$ cat src/rtl/sdram_rd_arbiter_if.sv
// Requester-side and SDRAM-side read bus shared by the two-port read arbiter.
// The arbiter connects through the master modport; the surrounding system
// (requesters plus SDRAM controller) connects through the slave modport.
interface sdram_rd_arbiter_if #(
  parameter int ADDR_W = 24,
  parameter int LEN_W  = 16
);
  // requester side
  logic [1:0]        rq_read_req;
  logic [ADDR_W-1:0] rq_addr0;
  logic [ADDR_W-1:0] rq_addr1;
  logic [LEN_W-1:0]  rq_len0;
  logic [LEN_W-1:0]  rq_len1;
  logic [1:0]        rq_read_req_ack;
  logic [1:0]        rq_read_en;
  logic [31:0]       rq_read_data;

  // SDRAM controller side
  logic              mem_read_req;
  logic [ADDR_W-1:0] mem_read_addr;
  logic [LEN_W-1:0]  mem_read_len;
  logic              mem_read_req_ack;
  logic              mem_read_en;
  logic [31:0]       mem_read_data;

  modport master (
    input  rq_read_req, rq_addr0, rq_addr1, rq_len0, rq_len1,
    output rq_read_req_ack, rq_read_en, rq_read_data,
    output mem_read_req, mem_read_addr, mem_read_len,
    input  mem_read_req_ack, mem_read_en, mem_read_data
  );

  modport slave (
    output rq_read_req, rq_addr0, rq_addr1, rq_len0, rq_len1,
    input  rq_read_req_ack, rq_read_en, rq_read_data,
    input  mem_read_req, mem_read_addr, mem_read_len,
    output mem_read_req_ack, mem_read_en, mem_read_data
  );
endinterface

$ cat src/rtl/sdram_rd_arbiter.sv
// Two-port round-robin arbiter for the SDRAM frame-buffer read port.
// One burst (base address + word count) owns the port from grant until its
// last word is delivered; a watchdog aborts bursts that stop making progress.
module sdram_rd_arbiter #(
  parameter int ADDR_W  = 24,
  parameter int LEN_W   = 16,
  parameter int TIMEOUT = 4096
) (
  input  logic             clk,
  input  logic             rst,
  sdram_rd_arbiter_if.master bus,
  output logic [1:0]       grant,
  output logic             busy,
  output logic             err_timeout
);

  localparam int WD_W = $clog2(TIMEOUT + 1);

  typedef enum logic [1:0] {
    S_IDLE,
    S_REQ,
    S_DATA
  } state_t;

  state_t            state;
  state_t            state_nx;

  logic              owner;      // port holding the current burst
  logic              last;       // port that was served most recently
  logic [ADDR_W-1:0] addr_q;
  logic [LEN_W-1:0]  len_q;
  logic [LEN_W-1:0]  beat_cnt;
  logic [WD_W-1:0]   wd;
  logic [1:0]        ack_q;

  logic              req_any;
  logic              pick;
  logic [LEN_W-1:0]  pick_len;
  logic              beat;
  logic              progress;
  logic              wd_expire;
  logic              burst_done;

  // Arbitration choice and per-cycle progress/abort conditions.
  always_comb begin
    // NOTE: every signal gets a default before any branch so no latch is inferred.
    pick = 1'b0;
    case (bus.rq_read_req)
      2'b10:   pick = 1'b1;
      2'b11:   pick = ~last;       // tie goes to the port not served last
      default: pick = 1'b0;
    endcase
    req_any    = |bus.rq_read_req;
    pick_len   = pick ? bus.rq_len1 : bus.rq_len0;
    beat       = (state == S_DATA) && bus.mem_read_en;
    progress   = ((state == S_REQ) && bus.mem_read_req_ack) || beat;
    wd_expire  = (state != S_IDLE) && !progress && (wd == WD_W'(TIMEOUT - 1));
    burst_done = beat && (beat_cnt == len_q - LEN_W'(1));
  end

  // State register.
  always_ff @(posedge clk) begin
    // NOTE: sequential state uses non-blocking assignments so every flop
    // samples pre-edge values regardless of block ordering.
    if (rst) state <= S_IDLE;
    else     state <= state_nx;
  end

  // Next-state decision.
  always_comb begin
    state_nx = state;
    case (state)
      S_IDLE: if (req_any) state_nx = S_REQ;
      S_REQ: begin
        if (bus.mem_read_req_ack) state_nx = S_DATA;
        else if (wd_expire)       state_nx = S_IDLE;
      end
      S_DATA: begin
        if (burst_done)     state_nx = S_IDLE;
        else if (wd_expire) state_nx = S_IDLE;
      end
      default: state_nx = S_IDLE;
    endcase
  end

  // Burst bookkeeping: latched request, beat counter, watchdog, pulses.
  always_ff @(posedge clk) begin
    if (rst) begin
      owner       <= 1'b0;
      last        <= 1'b1;   // port 0 wins the first tie
      addr_q      <= '0;
      len_q       <= '0;
      beat_cnt    <= '0;
      wd          <= '0;
      ack_q       <= 2'b00;
      err_timeout <= 1'b0;
    end else begin
      ack_q       <= 2'b00;
      err_timeout <= 1'b0;
      case (state)
        S_IDLE: begin
          if (req_any) begin
            owner    <= pick;
            addr_q   <= pick ? bus.rq_addr1 : bus.rq_addr0;
            len_q    <= (pick_len == '0) ? LEN_W'(1) : pick_len;
            beat_cnt <= '0;
            wd       <= '0;
          end
        end
        S_REQ: begin
          if (bus.mem_read_req_ack) begin
            ack_q <= {owner, ~owner};
            last  <= owner;
            wd    <= '0;
          end else if (wd_expire) begin
            err_timeout <= 1'b1;
            last        <= owner;
          end else begin
            wd <= wd + WD_W'(1);
          end
        end
        S_DATA: begin
          if (beat) begin
            beat_cnt <= beat_cnt + LEN_W'(1);
            wd       <= '0;
          end else if (wd_expire) begin
            err_timeout <= 1'b1;
            last        <= owner;
          end else begin
            wd <= wd + WD_W'(1);
          end
        end
        default: ;
      endcase
    end
  end

  // Outputs decoded from state; data strobes pass through with no added latency.
  always_comb begin
    busy                = (state != S_IDLE);
    grant               = busy ? {owner, ~owner} : 2'b00;
    bus.mem_read_req    = (state == S_REQ);
    bus.mem_read_addr   = addr_q;
    bus.mem_read_len    = len_q;
    bus.rq_read_req_ack = ack_q;
    bus.rq_read_en      = beat ? {owner, ~owner} : 2'b00;
    bus.rq_read_data    = bus.mem_read_data;
  end

endmodule

$ cat src/flat_wrapper.sv
// flat-port wrapper written by rule: the top's interface ports become plain ports
module sdram_rd_arbiter_flat 
#(
  parameter int ADDR_W  = 24,
  parameter int LEN_W   = 16,
  parameter int TIMEOUT = 4096
)
  (clk, rst, grant, busy, err_timeout, bus_rq_read_req, bus_rq_addr0, bus_rq_addr1, bus_rq_len0, bus_rq_len1, bus_rq_read_req_ack, bus_rq_read_en, bus_rq_read_data, bus_mem_read_req, bus_mem_read_addr, bus_mem_read_len, bus_mem_read_req_ack, bus_mem_read_en, bus_mem_read_data);
  sdram_rd_arbiter_if #(.ADDR_W(ADDR_W), .LEN_W(LEN_W)) bus_i ();
  input  logic clk;
  input  logic rst;
  output logic [1:0] grant;
  output logic busy;
  output logic err_timeout;
  input wire logic [$bits(bus_i.rq_read_req)-1:0] bus_rq_read_req;
  input wire logic [$bits(bus_i.rq_addr0)-1:0] bus_rq_addr0;
  input wire logic [$bits(bus_i.rq_addr1)-1:0] bus_rq_addr1;
  input wire logic [$bits(bus_i.rq_len0)-1:0] bus_rq_len0;
  input wire logic [$bits(bus_i.rq_len1)-1:0] bus_rq_len1;
  output wire logic [$bits(bus_i.rq_read_req_ack)-1:0] bus_rq_read_req_ack;
  output wire logic [$bits(bus_i.rq_read_en)-1:0] bus_rq_read_en;
  output wire logic [$bits(bus_i.rq_read_data)-1:0] bus_rq_read_data;
  output wire logic [$bits(bus_i.mem_read_req)-1:0] bus_mem_read_req;
  output wire logic [$bits(bus_i.mem_read_addr)-1:0] bus_mem_read_addr;
  output wire logic [$bits(bus_i.mem_read_len)-1:0] bus_mem_read_len;
  input wire logic [$bits(bus_i.mem_read_req_ack)-1:0] bus_mem_read_req_ack;
  input wire logic [$bits(bus_i.mem_read_en)-1:0] bus_mem_read_en;
  input wire logic [$bits(bus_i.mem_read_data)-1:0] bus_mem_read_data;
  assign bus_i.rq_read_req = bus_rq_read_req;
  assign bus_i.rq_addr0 = bus_rq_addr0;
  assign bus_i.rq_addr1 = bus_rq_addr1;
  assign bus_i.rq_len0 = bus_rq_len0;
  assign bus_i.rq_len1 = bus_rq_len1;
  assign bus_rq_read_req_ack = bus_i.rq_read_req_ack;
  assign bus_rq_read_en = bus_i.rq_read_en;
  assign bus_rq_read_data = bus_i.rq_read_data;
  assign bus_mem_read_req = bus_i.mem_read_req;
  assign bus_mem_read_addr = bus_i.mem_read_addr;
  assign bus_mem_read_len = bus_i.mem_read_len;
  assign bus_i.mem_read_req_ack = bus_mem_read_req_ack;
  assign bus_i.mem_read_en = bus_mem_read_en;
  assign bus_i.mem_read_data = bus_mem_read_data;
  sdram_rd_arbiter #(.ADDR_W(ADDR_W), .LEN_W(LEN_W), .TIMEOUT(TIMEOUT)) u_core (.clk(clk), .rst(rst), .bus(bus_i), .grant(grant), .busy(busy), .err_timeout(err_timeout));
endmodule
$ cat config.mk
export PLATFORM = sky130hd
export DESIGN_NAME = sdram_rd_arbiter_flat
export DESIGN_NICKNAME = d
export VERILOG_FILES = /design/src/rtl/sdram_rd_arbiter_if.sv /design/src/rtl/sdram_rd_arbiter.sv /design/src/flat_wrapper.sv
export SDC_FILE = /design/constraint.sdc
export NUM_CORES = 1
export LEC_CHECK = 0
export BUFFER_PORTS_ARGS = -buffer_cell sky130_fd_sc_hd__buf_4
export CORE_MARGIN = 2
export CORE_UTILIZATION = 45
export CTS_BUF_LIST = sky130_fd_sc_hd__clkbuf_8
export CTS_CLUSTER_SIZE = 14
export DETAILED_ROUTE_END_ITERATION = 6
export PLACE_DENSITY = 0.79
export SLEW_MARGIN = 20
export SYNTH_ARGS = -nofsm -noshare
export SYNTH_HDL_FRONTEND = slang
export SYNTH_SLANG_ARGS = --single-unit
export TNS_END_PERCENT = 10
$ cat constraint.sdc
create_clock -name clk -period 3.1 [get_ports clk]
set_clock_uncertainty 0.05 [all_clocks]
set_input_delay 0.62 -clock clk [delete_from_list [all_inputs] [get_ports clk]]
set_output_delay 0.62 -clock clk [all_outputs]
set_load 0.01 [all_outputs]
# == Yosys cells after proc, flatten, opt, wreduce, memory -nomap -nowiden ==
# Index checks and enable logic that the tools add are counted.
# classes
add_sub_neg,3
eq_ne,9
mux,27
bitwise,4
reduce_logical,19
# op_table
op,n
$mux W16,4
$mux W13,4
$pmux W13 S3,1
$pmux W16 S2,1
$mux W24,1
$add A16 B1 Y16 const B,1
$eq A16 B16 Y1,1
$logic_not A16 Y1,1
$sub A16 B1 Y16 const B,1
$add A13 B1 Y13 const B,1
$eq A13 B12 Y1 const B,1
$mux W2,6
$eq A2 B2 Y1 const B,3
$mux W1,6
$pmux W1 S2,3
$pmux W2 S3,1
$reduce_and A2 Y1,3
$reduce_bool A2 Y1,3
$logic_and A1 B1 Y1,5
$ne A2 B1 Y1 const B,2
$not A1 Y1,4
$reduce_and A3 Y1,1
$reduce_bool A3 Y1,1
$reduce_or A3 Y1,1
other kinds (6),6
# totals
regBits,76
inputBits,118
out_inout_bits,81

# == Depth between registers and ports, before layout ==
# Gate-level depths: netlist (run 1).
# logic_depth
word_depth,9
ltp_mapped,10
depth_no_buf,8

# == Least setup slack after synthesis (run 1) ==
# Ideal clock, no wire load.
# synth_path
path_type,register -> register
from,"register u_core.len_q[0], in the netlist u_core.bus.mem_read_len[0]"
to,register u_core.state[0]
setup_time_ns,0.116
arrival_ns,2.071
required_time_ns,2.934
slack_ns,0.863
stages_incl_launch_ff,9
n_path_buf,0
period_less_slack_ns,2.237
cell_sequence,dfxtp_1 -> inv_1 -> ha_1 -> nor3b_1 -> nand2_1 -> or4_1 -> a32oi_1 -> nand4_1 -> a41o_1
# synth_between
elab_chain_cells,5
# synth_lines
element,line,text
from (decl),sdram_rd_arbiter.sv:31,logic [LEN_W-1:0] len_q;
from (signal assigned),sdram_rd_arbiter.sv:105,len_q <= (pick_len == '0) ? LEN_W'(1) : pick_len;
$sub A16 B1 Y16,sdram_rd_arbiter.sv:58,burst_done = beat && (beat_cnt == len_q - LEN_W'(1));
$eq A16 B16 Y1,sdram_rd_arbiter.sv:58,
$logic_and A1 B1 Y1,sdram_rd_arbiter.sv:58,
$mux W2,sdram_rd_arbiter.sv:79,if (burst_done) state_nx = S_IDLE;
$pmux W2 S3,sdram_rd_arbiter.sv:72,case (state)
to (signal assigned),sdram_rd_arbiter.sv:66,else state <= state_nx;
to (decl),sdram_rd_arbiter.sv:25,state_t state;
# No other way between the ends.
# A chain may end at the register's enable or synchronous reset.

# == Worst setup path after layout (run 1) ==
# layout_path
from,register u_core.state[0]
to,register u_core.beat_cnt[15]
# layout_between
elab_chain_cells,4
word_cells_on_any_way,8
classes_between,eq/ne: 3; mux: 1; reduce/logical: 4
# layout_lines
element,line,text
$eq A2 B2 Y1,"sdram_rd_arbiter.sv:55, sdram_rd_arbiter.sv:100",
$logic_and A1 B1 Y1,sdram_rd_arbiter.sv:55,beat = (state == S_DATA) && bus.mem_read_en;
$ne A2 B1 Y1 (no source line),n/a,
$reduce_and A3 Y1 (no source line),n/a,
to (signal assigned),sdram_rd_arbiter.sv:124,beat_cnt <= beat_cnt + LEN_W'(1);
to (decl),sdram_rd_arbiter.sv:32,logic [LEN_W-1:0] beat_cnt;
# Several ways; a longest one is shown, not always the timed one.

==> impl_metrics.env, run 1 <==
export IMPL_place_gp_congestion=0.9031
export IMPL_crit_required_ps=3330
export IMPL_grtUsageTotal_pct=21.68
export IMPL_final_cell_mix="buf_4, nor2_1, dfxtp_1"
export IMPL_cts_sinks=76
export IMPL_final_max_slew_viol_count=0
export IMPL_min_path_type="flop to flop"
export IMPL_rr_worst_depth=7
export IMPL_grt_max_degree=54
export IMPL_tightest_slew_ps=664.7
export IMPL_fp_dieW_um=103.0
export IMPL_fin_ws_ps=511.1
export IMPL_worstPathArrival_ps=2820
export IMPL_cts_buffer_depth=2
export IMPL_synth_nets=648
export IMPL_antenna_found_initial=0
export IMPL_peakVddDrop_v=0.0002301
export IMPL_post_place_ws_ps=559.2
export IMPL_vias=4139
export IMPL_grt_pass1_wl_um=18260
export IMPL_ant_nets=0
export IMPL_port_buffers=134
export IMPL_crit_path_start_kind="flop"
export IMPL_finalHoldViolCount=0
export IMPL_wl_per_cell_um=14.85
export IMPL_hold_depth=2
export IMPL_setup_violations_final=0
export IMPL_cts_hold_buf=0
export IMPL_dr_first_iter_drc_count=184
export IMPL_cp_max_fo=10
export IMPL_rows=36
export IMPL_root_buffer="clkbuf_8"
export IMPL_die_height_um=103.0
export IMPL_antennaDiodeCount=0
export IMPL_drive_gt1_share_pct=27.55
export IMPL_fin_nets=737
export IMPL_final_util_pct=57.29
export IMPL_yosysWarnings=0
export IMPL_yosysTopAreaCellShare_pct=34.51
export IMPL_syn_to_final_growth_pct=25.26
export IMPL_max_slew_margin_rel_pct=55.28
export IMPL_coreArea_sq_mm=0.009639
export IMPL_max_cap_violations=0
export IMPL_min_period_over_period_pct=83.51
export IMPL_status="finished clean"
export IMPL_vias_per_cell=5.519
export IMPL_clock_fmax_mhz=386.3
export IMPL_rsz0062_at_grt="false"
export IMPL_clk_pin_slew_worst_paths_ps=90
export IMPL_yosys_top_cells_area="dfxtp_1, mux2i_1, nor2_1"
export IMPL_post_cts_resized=0
export IMPL_power_density_mw_per_mm2=580.8
export IMPL_r2r_start="u_core.state[0]"
export IMPL_end_kind="flop"
export IMPL_routed_wl_um=11140
export IMPL_ios=199
export IMPL_drtPass1Iterations=5
export IMPL_cts_buffers=9
export IMPL_p_leak_nw=2.257
export IMPL_place_hpwl_um=8422
export IMPL_hold_path_startpoint="u_core.wd[11]"
export IMPL_grt_pass1_vias=3959
export IMPL_finalPower_w=0.003208
export IMPL_post_cts_buffers=0
export IMPL_ys_seq_area_share_pct=34.51
export IMPL_yosys_register_bits=76
export IMPL_syn_avg_cell_area_sq_um=8.431
export IMPL_grt_overflow=0
export IMPL_final_common_cell="buf_4"
export IMPL_cts_htree_levels=3
export IMPL_drc=0
export IMPL_tritoncts="built"
export IMPL_dieArea_sq_mm=0.01061
export IMPL_criticalPathCategory="flop to flop"
export IMPL_ys_flop_type="dfxtp_1"
export IMPL_initial_core_util_pct=45.74
export IMPL_synth_top_area_cell="dfxtp_1"
export IMPL_final_area_sq_mm=0.005523
export IMPL_critPathLaunch="u_core.state[0]"
export IMPL_synth_cell_type_count=59
export IMPL_postPlaceCellArea_sq_mm=0.005290
export IMPL_period_needed_ps=2589
export IMPL_async_reset_ff_share_pct=0
export IMPL_syn_area_sq_mm=0.004409
export IMPL_synth_cells=523
export IMPL_synth_edff_count=0
export IMPL_tns_ps=0
export IMPL_clk_latency_ps=350
[worst paths after layout]
kind	to	slack, ps
worst min register to register	u_core.wd[11]	450
worst max-delay path	u_core.beat_cnt[15]	510
worst min-delay path	u_core.wd[11]	450
worst max register to register	u_core.beat_cnt[15]	510
[where the power goes]
part	switching, W	leakage [nW]	internal, W
registers	0.000142	0.623	0.00110
logic	0.000573	1.52	0.000521
clock network	0.000393	0.117	0.000483
total	0.00111	2.26	0.00210
[layout make-up]
class,instances,area [sq um]
Fill cell,871,4116
Sequential cell,76,1521
Timing Repair Buffer,140,1064
Clock buffer,10,137.6
Tap cell,133,166.4
Inverter,10,37.54
Multi-Input combinational cell,375,2501
Clock inverter,6,95.09
[worst max-delay path: stages (launching register included)]
cell and delay, ps:
dfxtp_1 430, inv_1 100, ha_1 330, nor3b_1 200, nor4_1 600, nand4_1 290, or3_1 400, a21oi_1 140
[cell usage after synthesis (2+ instances only)]
| cell type | count |
|---|---|
| a211o_1 | 2 |
| a211oi_1 | 39 |
| a21oi_1 | 11 |
| a22oi_1 | 3 |
| a31oi_1 | 3 |
| and2_1 | 2 |
| and3_1 | 7 |
| and4_1 | 2 |
| buf_1 | 4 |
| buf_2 | 5 |
| buf_4 | 32 |
| clkbuf_1 | 19 |
| dfxtp_1 | 76 |
| ha_1 | 7 |
| inv_1 | 10 |
| mux2_2 | 2 |
| mux2i_1 | 43 |
| nand2_1 | 25 |
| nand2b_1 | 2 |
| nand3_1 | 15 |
| nand4_1 | 9 |
| nor2_1 | 81 |
| nor2b_1 | 2 |
| nor3_1 | 14 |
| nor3b_1 | 3 |
| nor4_1 | 10 |
| o211ai_1 | 2 |
| o21ai_0 | 10 |
| o22ai_1 | 2 |
| o31ai_1 | 4 |
| or2_2 | 2 |
| or3_1 | 4 |
| or3b_2 | 2 |
| or4_1 | 6 |
| xnor2_1 | 21 |
| xor2_1 | 19 |
[state kept, by name, summed over array words and instances (netlist names)]
signal                      count
u_core.bus.mem_read_addr       24
u_core.beat_cnt                16
u_core.bus.mem_read_len        16
u_core.wd                      13
u_core.bus.rq_read_req_ack      2
u_core.state                    2
u_core.err_timeout              1
u_core.last                     1
u_core.owner                    1
[stage by stage]
step | cells | hold WS, ps
floorplan | 523 | 390.4
global placement | 734 | 424.9
detailed placement | 734 | 430.8
CTS | 750 | 443.5
global route | 750 | 473.2
finish | 750 | 445.5
[cell families (layout without fill, tap and decap cells)]
kind of cell,count (synthesis),count (layout),share of synthesized area (%)
AO/OA/AOI/OAI,90,90,14.56
XOR/XNOR,40,40,7.946
adder cells (fa/ha/maj),7,7,1.986
buffers and inverters,72,166,9.194
flip-flops,76,76,34.51
multiplexers,45,45,10.27
AND/OR/NAND/NOR,193,193,21.54
[metal layers]
metal	vias up	GRT usage [%]	part of all wire, %
li1	2032	-	-
met1	1905	26.78	42
met2	182	36.76	49
met3	20	4.475	7.5
met4	0	9.008	2.0
met5	-	0	0
(Power assumes the default switching activity.)
==> run 2: changes to the inputs <==
==> constraint.sdc (replaced) <==
create_clock -name clk -period 2.6 [get_ports clk]
set_clock_uncertainty 0.05 [all_clocks]
set_input_delay 0.52 -clock clk [delete_from_list [all_inputs] [get_ports clk]]
set_output_delay 0.52 -clock clk [all_outputs]
set_load 0.01 [all_outputs]
==> run 2 against run 1 <==
- count of clock-buffer cells in the layout shrank 1
- wire length rose by 2.8%
- design area up 0.59%
- die area stayed put
- register-to-register slack got worse by 320 ps
- clock power grew 9.2%
- critical path type unchanged
==> impl_metrics.env, run 2 (synthesis gave the netlist of run 1 again) <==
export IMPL_grt_pass1_vias=3981
export IMPL_clock_fmax_mhz=414.5
export IMPL_final_max_slew_viol_count=0
export IMPL_initial_core_util_pct=45.74
export IMPL_ant_nets=0
export IMPL_finalHoldViolCount=0
export IMPL_drc=0
export IMPL_final_common_cell="buf_4"
export IMPL_place_gp_congestion=0.9431
export IMPL_fp_dieW_um=103.0
export IMPL_coreArea_sq_mm=0.009639
export IMPL_grt_pass1_wl_um=18550
export IMPL_internal_power_w=0.002408
export IMPL_criticalPathCategory="flop to flop"
export IMPL_min_path_type="flop to flop"
export IMPL_clk_latency_ps=350
export IMPL_p_leak_nw=2.277
export IMPL_fill_cells=874
export IMPL_vias_per_cell=5.563
export IMPL_grt_overflow=0
export IMPL_final_cells=756
export IMPL_routed_wl_um=11450
export IMPL_fin_nets=743
export IMPL_switching_share_pct=36.13
export IMPL_critical_path_slowest_cell="or3b_2"
export IMPL_cts_buffer_depth=2
export IMPL_die_height_um=103.0
export IMPL_combPwrFrac_pct=35.7
export IMPL_cts_buffers=9
export IMPL_drive_gt1_share_pct=28.89
export IMPL_pwr_share_seq_pct=38.9
export IMPL_port_buffers=134
export IMPL_drtPass1Iterations=5
export IMPL_pwr_share_clk_pct=25.4
export IMPL_root_buffer="clkbuf_8"
export IMPL_ios=199
export IMPL_largest_reg_flops=24
export IMPL_worstPathArrival_ps=2600
export IMPL_period_needed_ps=2413
export IMPL_syn_to_final_growth_pct=25.99
export IMPL_final_cell_mix="buf_4, nor2_1, dfxtp_1"
export IMPL_cp_cell_sequence="inv_1 > ha_2 > or3b_2 > o31ai_2 > nand3_1 > nor4_2 > nand4_1 > a41o_1"
export IMPL_setup_violations_final=0
export IMPL_clk_pin_slew_worst_paths_ps=100
export IMPL_crit_required_ps=2790
export IMPL_switchingPower_w=0.001362
export IMPL_rows=36
export IMPL_tns_ps=0
export IMPL_max_cap_violations=0
export IMPL_rsz0062_at_grt="false"
export IMPL_grtUsageTotal_pct=22.00
export IMPL_cts_htree_levels=3
export IMPL_antenna_found_initial=0
export IMPL_cpPeakStageDelay_ps=520
export IMPL_antennaDiodeCount=0
export IMPL_end_kind="flop"
export IMPL_power_density_mw_per_mm2=678.5
export IMPL_post_cts_buffers=0
export IMPL_cp_max_fo=6
export IMPL_cts_sinks=76
export IMPL_grt_max_degree=45
export IMPL_wl_per_cell_um=15.14
export IMPL_dieArea_sq_mm=0.01061
export IMPL_peakVddDrop_v=0.0002970
export IMPL_status="finished clean"
export IMPL_tritoncts="built"
export IMPL_tightest_slew_ps=1002
export IMPL_crit_path_start_kind="flop"
export IMPL_min_period_over_period_pct=92.80
export IMPL_dr_first_iter_drc_count=183
export IMPL_vias=4206
export IMPL_rrSetupSlack_ps=190
export IMPL_place_hpwl_um=8768
export IMPL_max_slew_margin_rel_pct=33.06
export IMPL_dp_cells=740
run 2: cell count changes in the layout (fill, tap and decap cells not counted), moves of 2 or more:
cell      delta
inv_6        +2
buf_4        +6
clkinv_4     -2
ha_1         -2
ha_2         +2
run 2: stage by stage:
| stage | power [W] | hold slack, ps | setup slack [ps] | util, % | instance area, sq um |
|---|---|---|---|---|---|
| finish | 0.003769 | 446.6 | 187.2 | 57.63 | 5555 |
| global route | 0.003991 | 452.3 | 24.98 | 57.63 | 5555 |
| CTS | 0.003778 | 443.6 | 134.4 | 57.48 | 5540 |
| detailed placement | 0.002821 | 436.3 | 156.4 | 55.35 | 5335 |
| global placement | 0.002786 | 424.4 | 205.3 | 55.35 | 5335 |
| floorplan | 0.002332 | 390.4 | 363.1 | - | 4409 |
run 2: final cells by class:
cell class                 instances  area [sq um]  share of cell area [%]
multi-input combinational        375          2516                   45.29
sequential                        76          1521                   27.39
timing repair buffer             146          1109                   19.95
tap                              133         166.4                   2.996
clock buffer                       9         123.9                   2.230
clock inverter                     7         81.33                   1.464
inverter                          10         37.54                  0.6757
run 2: layer usage:
layer  global-route usage (%)  vias up  wire [um]
met5                        0        -          0
met4                    7.490        0        270
met3                    5.424       25        832
met2                    36.86      186       5466
met1                    27.65     1945       4876
li1                         -     2050          -
run 2: repair_timing:
action,CTS,global route
resized for setup,0,4
hold buffers,0,0
endpoints found under the hold margin,0,0
endpoints found under the setup margin,0,2
run 2: worst paths after layout:
kind                              start  cells after the start              end
max          u_core.bus.mem_read_len[1]                      8  u_core.state[0]
min                       u_core.wd[11]                      2    u_core.wd[11]
max reg2reg  u_core.bus.mem_read_len[1]                      8  u_core.state[0]
min reg2reg               u_core.wd[11]                      2    u_core.wd[11]
run 2: power by group through the flow:
stage               sequential [W]  combinational, W  clock, W
global placement           0.00148           0.00131         0
finish                     0.00147           0.00135  0.000957
detailed placement         0.00149           0.00134         0
CTS                        0.00146           0.00134  0.000980
floorplan                  0.00150          0.000828         0
global route               0.00149           0.00148   0.00102
run 2: worst max-delay path: cells and delay by family (launching register included):
kind | cells | cell delay [ps]
simple gates | 4 | 1090
compound gates | 2 | 480
flops | 1 | 370
fa+ha+maj | 1 | 230
buf+inv | 1 | 80
==> run 3: changes to the inputs <==
==> constraint.sdc (replaced) <==
create_clock -name clk -period 2.6 [get_ports clk]
set_clock_uncertainty 0.05 [all_clocks]
set_input_delay 0.39 -clock clk [delete_from_list [all_inputs] [get_ports clk]]
set_output_delay 0.39 -clock clk [all_outputs]
set_load 0.01 [all_outputs]
==> run 3 against run 2 <==
- global-route usage grew 0.18 points
- sequential share of layout area shrank 0.074 points
- fmax rose by 0.59%
- power is 0.86% higher
- cell count stayed put
- sequential cell count did not move
- core utilization rose by 0.16 points
- non-clock buffer count increased by 1
==> impl_metrics.env, run 3 (synthesis gave the netlist of run 1 again) <==
export IMPL_rrSetupSlack_ps=200
export IMPL_hold_depth=3
export IMPL_cts_htree_levels=3
export IMPL_critPathLaunch="u_core.state[1]"
export IMPL_dieArea_sq_mm=0.01061
export IMPL_criticalPathCategory="flop to flop"
export IMPL_fp_dieW_um=103.0
export IMPL_wl_per_cell_um=15.18
export IMPL_end_kind="flop"
export IMPL_grtUsageTotal_pct=22.18
export IMPL_ant_nets=0
export IMPL_root_buffer="clkbuf_8"
export IMPL_clock_fmax_mhz=416.9
export IMPL_cp_max_fo=6
export IMPL_critical_path_top_delay_family="simple AND/OR/NAND/NOR gates"
export IMPL_grt_overflow=0
export IMPL_routed_wl_um=11480
export IMPL_drive_gt1_share_pct=28.89
export IMPL_power_density_mw_per_mm2=682.5
export IMPL_grt_pass1_wl_um=18640
export IMPL_cts_sinks=76
export IMPL_fin_nets=744
export IMPL_post_place_ws_ps=134.7
export IMPL_final_common_cell="buf_4"
export IMPL_drtPass1Iterations=4
export IMPL_crit_required_ps=2820
export IMPL_period_needed_ps=2399
export IMPL_cp_cell_sequence="inv_1 > ha_1 > nor3b_1 > nor4_1 > buf_4 > nand4_1 > or3_1 > a21oi_1"
export IMPL_initial_core_util_pct=45.74
export IMPL_tightest_slew_ps=708.8
export IMPL_r2r_start="u_core.state[1]"
export IMPL_crit_path_start_kind="flop"
export IMPL_clk_pin_slew_worst_paths_ps=80
export IMPL_postPlaceCellArea_sq_mm=0.005343
export IMPL_coreArea_sq_mm=0.009639
export IMPL_peakVddDrop_v=0.0003372
export IMPL_cts_buffer_depth=2
export IMPL_fill_cells=862
export IMPL_place_hpwl_um=8769
export IMPL_dr_first_iter_drc_count=162
export IMPL_syn_to_final_growth_pct=26.33
export IMPL_clk_latency_ps=350
export IMPL_largest_reg_flops=24
export IMPL_final_max_slew_viol_count=0
export IMPL_cpPeakStageDelay_ps=460
export IMPL_antennaDiodeCount=0
export IMPL_final_area_sq_mm=0.005570
export IMPL_place_gp_congestion=0.9421
export IMPL_max_cap_violations=0
export IMPL_grt_max_degree=63
export IMPL_antenna_found_initial=0
export IMPL_vias=4130
export IMPL_cts_buffers=9
export IMPL_hold_end="u_core.bus.mem_read_addr[23]"
export IMPL_critical_path_slowest_cell="dfxtp_1"
export IMPL_fin_ws_ps=201.4
export IMPL_drc=0
export IMPL_worstPathArrival_ps=2620
export IMPL_max_slew_margin_rel_pct=52.64
export IMPL_vias_per_cell=5.463
export IMPL_status="finished clean"
export IMPL_hold_path_startpoint="bus_rq_addr0[23]"
export IMPL_r2r_end="u_core.beat_cnt[15]"
export IMPL_tritoncts="built"
export IMPL_grt_pass1_vias=4025
export IMPL_rr_worst_depth=8
export IMPL_min_path_type="primary input to flop"
export IMPL_rsz0062_at_grt="false"
export IMPL_die_height_um=103.0
export IMPL_crit_buf_inv=2
export IMPL_p_leak_nw=2.277
export IMPL_rows=36
export IMPL_tns_ps=0
export IMPL_ios=199
export IMPL_final_cell_mix="buf_4, nor2_1, dfxtp_1"
export IMPL_min_period_over_period_pct=92.25
export IMPL_finalHoldViolCount=0
export IMPL_setup_violations_final=0
export IMPL_port_buffers=134
[run 3: worst max path at each step]
stage	end	slack (ps)	cells after the start
floorplan	u_core.state[0]	360	8
global placement	u_core.state[0]	220	8
detailed placement	u_core.state[0]	130	8
CTS	u_core.state[0]	130	8
global route	u_core.state[0]	0.8	8
finish	u_core.beat_cnt[15]	200	8
[run 3: area by class of cell]
class | instances | area (sq um) | share of cell area (%)
multi-input combinational | 375 | 2516 | 45.17
sequential | 76 | 1521 | 27.31
timing repair buffer | 147 | 1116 | 20.04
tap | 133 | 166.4 | 2.987
clock buffer | 9 | 123.9 | 2.224
clock inverter | 6 | 88.84 | 1.595
inverter | 10 | 37.54 | 0.6739
[run 3: where the power goes]
group | internal [W] | total, W | switching [W]
combinational | 0.000641 | 0.00136 | 0.000719
clock | 0.000537 | 0.000973 | 0.000437
sequential | 0.00131 | 0.00147 | 0.000160
total | 0.00249 | 0.00380 | 0.00132
[run 3: routing by layer]
layer  vias up  track usage (%)  part of all wire [%]
met5         -                0                     0
met1      1907            26.95                    43
met2       164            37.01                    48
met3        26            6.508                   6.9
met4         0            8.603                   2.3
li1       2033                -                     -
[run 3: through the flow]
step	cells	total power, W	hold WS (ps)	util [%]
final	756	0.003802	328.4	57.79
after global routing	756	0.004027	337.9	57.79
after CTS	756	0.003819	316.5	57.63
after detailed placement	741	0.002838	427.0	55.43
after global placement	741	0.002790	420.3	55.43
after floorplan	523	0.002332	390.4	-
[run 3: what timing repair did]
action	4_1_cts	5_1_grt
hold buffers	0	0
buffers inserted	0	0
setup endpoints to repair	0	3
resized for setup	0	4
[run 3: worst register-to-register path: stages (launching register included)]
cell     delay (ps)
dfxtp_1         460
inv_1           130
ha_1            210
nor3b_1         200
nor4_1          360
buf_4           190
nand4_1         190
or3_1           400
a21oi_1         140
